[config.mk]
export PLATFORM = sky130hd
export DESIGN_NAME = alu_ctrl_pipe
export DESIGN_NICKNAME = d
export VERILOG_FILES = /design/src/rtl/alu_ctrl_pipe.sv
export SDC_FILE = /design/constraint.sdc
export NUM_CORES = 1
export LEC_CHECK = 0
export CAP_MARGIN = 20
export CORE_MARGIN = 4
export CORE_UTILIZATION = 39
export DETAILED_ROUTE_END_ITERATION = 16
export HOLD_SLACK_MARGIN = 0.1
export SETUP_SLACK_MARGIN = 0.1
export SYNTH_ARGS = -nofsm -noshare
export SYNTH_HDL_FRONTEND = slang
export SYNTH_SLANG_ARGS = --single-unit
[constraint.sdc]
create_clock -name clk -period 4.3 [get_ports clk]
set_input_delay 0.43 -clock clk [delete_from_list [all_inputs] [get_ports clk]]
set_output_delay 0.43 -clock clk [all_outputs]
set_load 0.01 [all_outputs]
[src/rtl/alu_ctrl_pipe.sv]
// Pipelined ALU control decoder: decodes {funct, alu_op} requests and queues
// the results in a small output FIFO. It also keeps a saturating illegal-op counter.
module alu_ctrl_pipe #(
    parameter int FUNCT_W = 6,
    parameter int OP_W    = 3,
    parameter int SEL_W   = 3,
    parameter int DEPTH   = 2,
    parameter int CNT_W   = 16
) (
    input  logic               clk,
    input  logic               rst_n,
    input  logic               in_valid,
    output logic               in_ready,
    input  logic [FUNCT_W-1:0] funct,
    input  logic [OP_W-1:0]    alu_op,
    output logic               out_valid,
    input  logic               out_ready,
    output logic [SEL_W-1:0]   select,
    output logic               illegal,
    output logic [CNT_W-1:0]   err_count,
    input  logic               err_clr
);

    localparam int PTR_W = (DEPTH > 1) ? $clog2(DEPTH) : 1;
    localparam int OCC_W = PTR_W + 1;
    localparam logic [OCC_W-1:0] FULL = OCC_W'(DEPTH);

    logic [SEL_W-1:0] sel_mem [DEPTH];
    logic             ill_mem [DEPTH];
    logic [PTR_W-1:0] wr_ptr;
    logic [PTR_W-1:0] rd_ptr;
    logic [OCC_W-1:0] occ;

    logic [SEL_W-1:0] dec_sel;
    logic             dec_ill;
    logic             push;
    logic             pop;

    // Full-width funct compare, so any nonzero upper funct bit falls to illegal
    always_comb begin
        dec_sel = '0;
        dec_ill = 1'b0;
        case (alu_op)
            OP_W'(0): dec_sel = SEL_W'(0);
            OP_W'(1): dec_sel = SEL_W'(1);
            OP_W'(2): begin
                case (funct)
                    FUNCT_W'(6'h20), FUNCT_W'(6'h21): dec_sel = SEL_W'(0);
                    FUNCT_W'(6'h22), FUNCT_W'(6'h23): dec_sel = SEL_W'(1);
                    FUNCT_W'(6'h24): dec_sel = SEL_W'(2);
                    FUNCT_W'(6'h25): dec_sel = SEL_W'(3);
                    FUNCT_W'(6'h00): dec_sel = SEL_W'(4);
                    FUNCT_W'(6'h02): dec_sel = SEL_W'(5);
                    FUNCT_W'(6'h2A): dec_sel = SEL_W'(6);
                    FUNCT_W'(6'h27): dec_sel = SEL_W'(7);
                    default:         dec_ill = 1'b1;
                endcase
            end
            OP_W'(3): dec_sel = SEL_W'(2);
            OP_W'(4): dec_sel = SEL_W'(3);
            OP_W'(5): dec_sel = SEL_W'(6);
            OP_W'(6): dec_sel = SEL_W'(4);
            default:  dec_ill = 1'b1;
        endcase
    end

    assign in_ready  = (occ != FULL);
    assign out_valid = (occ != '0);
    assign push      = in_valid && in_ready;
    assign pop       = out_valid && out_ready;
    assign select    = out_valid ? sel_mem[rd_ptr] : '0;
    assign illegal   = out_valid ? ill_mem[rd_ptr] : 1'b0;

    always_ff @(posedge clk or negedge rst_n) begin
        if (!rst_n) begin
            for (int i = 0; i < DEPTH; i++) begin
                sel_mem[i] <= '0;
                ill_mem[i] <= 1'b0;
            end
        end else if (push) begin
            sel_mem[wr_ptr] <= dec_sel;
            ill_mem[wr_ptr] <= dec_ill;
        end
    end

    // Pointers wrap naturally because DEPTH is a power of two
    always_ff @(posedge clk or negedge rst_n) begin
        if (!rst_n) begin
            wr_ptr <= '0;
            rd_ptr <= '0;
            occ    <= '0;
        end else begin
            if (push) wr_ptr <= wr_ptr + PTR_W'(1);
            if (pop)  rd_ptr <= rd_ptr + PTR_W'(1);
            case ({push, pop})
                2'b10:   occ <= occ + OCC_W'(1);
                2'b01:   occ <= occ - OCC_W'(1);
                default: occ <= occ;
            endcase
        end
    end

    // Clear wins over a same-cycle illegal push
    always_ff @(posedge clk or negedge rst_n) begin
        if (!rst_n) begin
            err_count <= '0;
        end else if (err_clr) begin
            err_count <= '0;
        end else if (push && dec_ill && (err_count != '1)) begin
            err_count <= err_count + CNT_W'(1);
        end
    end

endmodule

==> results by group <==
Detailed routing
  • Routed Antenna Nets: 0
  • Via count: 1471
  • First-pass DRT Iterations: 4
  • DRT iter0 DRCs: 74
  • Vias per std cell: 5.75
  • Final wirelength: 3850 um
  • Post-DR wirelength/cell: 15.0 um
  • DR DRC count: 0

Floorplan
  • Die Y: 74.1 um
  • Initial Utilization: 0.414
  • Number of I/O pins: 36
  • Die Area: 5490 um2
  • Core box area: 4120 um2
  • Die W: 74.1 um
  • Cell Rows: 23

Pwr
  • Post-route total power: 864 uW
  • P_leak: 0.801 nW
  • Power Dens Cells: 407 nW/um2
  • VDD IR max: ~220 uV

STA
  • Max Freq: 404 MHz
  • Slew Viols, Final: 0
  • Slew @ Worst Pin: 0.892 ns
  • Hold Slack: ~0.5 ns
  • Clk_skew: 0.00138 ns
  • Post-route setup TNS: 0 ns
  • Min cycle time layout: between 2 and 2.5 ns
  • Final setup viols: 0
  • RSZ-0062 raised after global routing: false
  • Final hold vios: 0
  • Final period util: 0.576
  • Slew headroom: 0.405

CTS
  • Clk sinks: 28
  • TritonCTS clock tree: built
  • CTS buffer count: 3
  • Hold_buf cts: 0
  • Setup bufs post-CTS: 0
  • Worst skew pair latency: roughly 0.27 ns
  • CTS Buffer Depth: 2
  • CTS clock-pin slew for the worst setup and hold paths: 0.09 ns
  • Post_cts resized: 0
  • Root buffer cell: clkbuf_8
  • H-tree levels: 1

Synthesis
  • Register area share after synthesis: 0.411
  • Most frequent cell after synthesis: dfrtp_1
  • Most instantiated cells after synthesis: dfrtp_1, a21oi_1, nor2_1, o31ai_1
  • Syn_nets: 193
  • EDFF count, synth: 0
  • Mapped cell area: 1700 um2
  • Syn Area/Cell: between 9 and 10 um2
  • Synth warn: 0
  • Post-synth cell types: 50
  • Synthesis-stage register bit count: 28
  • Async SR Flop Fraction: 1.00
  • Main synth FF type: dfrtp_1
  • Area share of the largest cell type after synthesis: 0.411
  • Largest cells by area after synthesis: dfrtp_1, o31ai_1, a21oi_1, or4_1, mux2_1
  • Yosys top cell by area: dfrtp_1
  • Synth Instances: 177

Layout
  • Antenna diode count: 0
  • Final design utilization: 0.515
  • Area growth, synth to finish: 24.4%
  • Fillcell total: around 370
  • Footprint of the multi-input gates: 910 um2
  • Reg area: roughly 700 um2
  • Share of layout cells above drive strength 1: 0.0680
  • Final nets: 223
  • Cell Count, Final, Fillers Out: about 260

Setup path
  • Worst Setup Start Kind: primary input
  • Worst Setup SP: funct[1]
  • WP data required: roughly 4.5 ns
  • WP data arrival: 2.64 ns
  • Crit path capture type: flip-flop
  • WS Path Type: primary input to flip-flop
  • R2r worst-path depth: 6
  • FF-to-FF Start: err_count[0]
  • Highest fanout seen on the critical path: 31

Placement
  • Routability cong.: 0.896
  • I/O Buffers: 35
  • Placed insts: around 250
  • HPWL after DPL: 2840 um

Global route
  • GRT Resource Usage Total: 0.151
  • Vias in the first global route: 1438
  • Largest net degree at the start of global routing: 32
  • Antenna violations before repair: 0
  • Wire length of the first global-routing pass: 6700 um
  • GRT overflow: 0

Hold path
  • Hold Path Class: flip-flop to flip-flop
  • Hold-critical path depth: 1
  • Min-delay src: sel_mem[4]

Outcome
  • Status: completed

Job
  • Max-cap violations: 0
final cells by class:
class	instances	area share
well taps	50	0.0295
flip-flops and latches	28	0.330
multi-input cells	133	0.429
inverters	5	0.00885
clock buffers	3	0.0195
repair buffers	36	0.169
clock inverters	1	0.0142
placed cells by master, fill, tap and decap left out, types with 3 or more instances in the layout:
cell type / synthesis / final
clkbuf_8: 0 / 3
nand2b_1: 5 / 5
xnor2_1: 4 / 4
clkdlybuf4s50_1: 0 / 35
nand2_1: 10 / 10
or4_1: 10 / 10
mux2i_1: 4 / 4
nor2b_1: 4 / 4
nor2_1: 11 / 11
mux2_1: 5 / 5
dfrtp_1: 28 / 28
o31ai_1: 11 / 11
nand3_1: 8 / 8
inv_1: 5 / 5
o21ai_1: 6 / 6
a21oi_1: 16 / 16
layer usage:
metal,share of wire,wire [um],global-route usage
met2,0.49,1870,0.257
met3,0.061,236,0.0378
met1,0.45,1730,0.200
met4,0.0029,11,0.0221
met5,0,0,0
flip-flops by register name (all words and copies together), names as in the netlist:
signal,flops
err_count,16
sel_mem,6
ill_mem,2
occ,2
rd_ptr,1
wr_ptr,1
worst paths after layout:
check | endpoint | slack (ns)
worst max-delay path | err_count[6] | 1.82
worst min-delay path | sel_mem[4] | 0.50
worst max register to register | err_count[6] | 1.83
worst min register to register | sel_mem[4] | 0.50
max in group asynchronous | err_count[7] | 3.51
min in group asynchronous | occ[1] | 0.53
stage by stage:
| step | setup slack, ns | cell area (um2) |
|---|---|---|
| after CTS | 1.82 | 2120 |
| after global routing | 1.64 | 2120 |
| after floorplan | 2.38 | 1700 |
| after detailed placement | 1.51 | 2050 |
| after global placement | 1.63 | 2050 |
| final | 1.82 | 2120 |
worst max-delay path: stages:
cell and delay, ns:
clkdlybuf4s50_1 0.56, nor2b_1 0.25, o221ai_2 0.14, a21o_1 0.48
nor4_2 0.42, mux2_1 0.35
kinds of logic (layout without fill, tap and decap cells):
group                    after synthesis  in the layout  share of synthesized area
AND/OR/NAND/NOR                       69             69                      0.247
AO/OA/AOI/OAI                         45             45                      0.172
flip-flops                            28             28                      0.411
buffers and inverters                 16             45                     0.0551
multiplexers                          11             11                     0.0697
XOR/XNOR                               6              6                     0.0308
adder cells (fa/ha/maj)                2              2                     0.0147
power breakdown:
part | internal [mW] | switching, mW | total [mW]
Sequential | 0.321 | 0.0446 | 0.366
Combinational | 0.161 | 0.132 | 0.293
Clock | 0.125 | 0.0805 | 0.205
Total | 0.606 | 0.257 | 0.864
(Power assumes the default switching activity.)
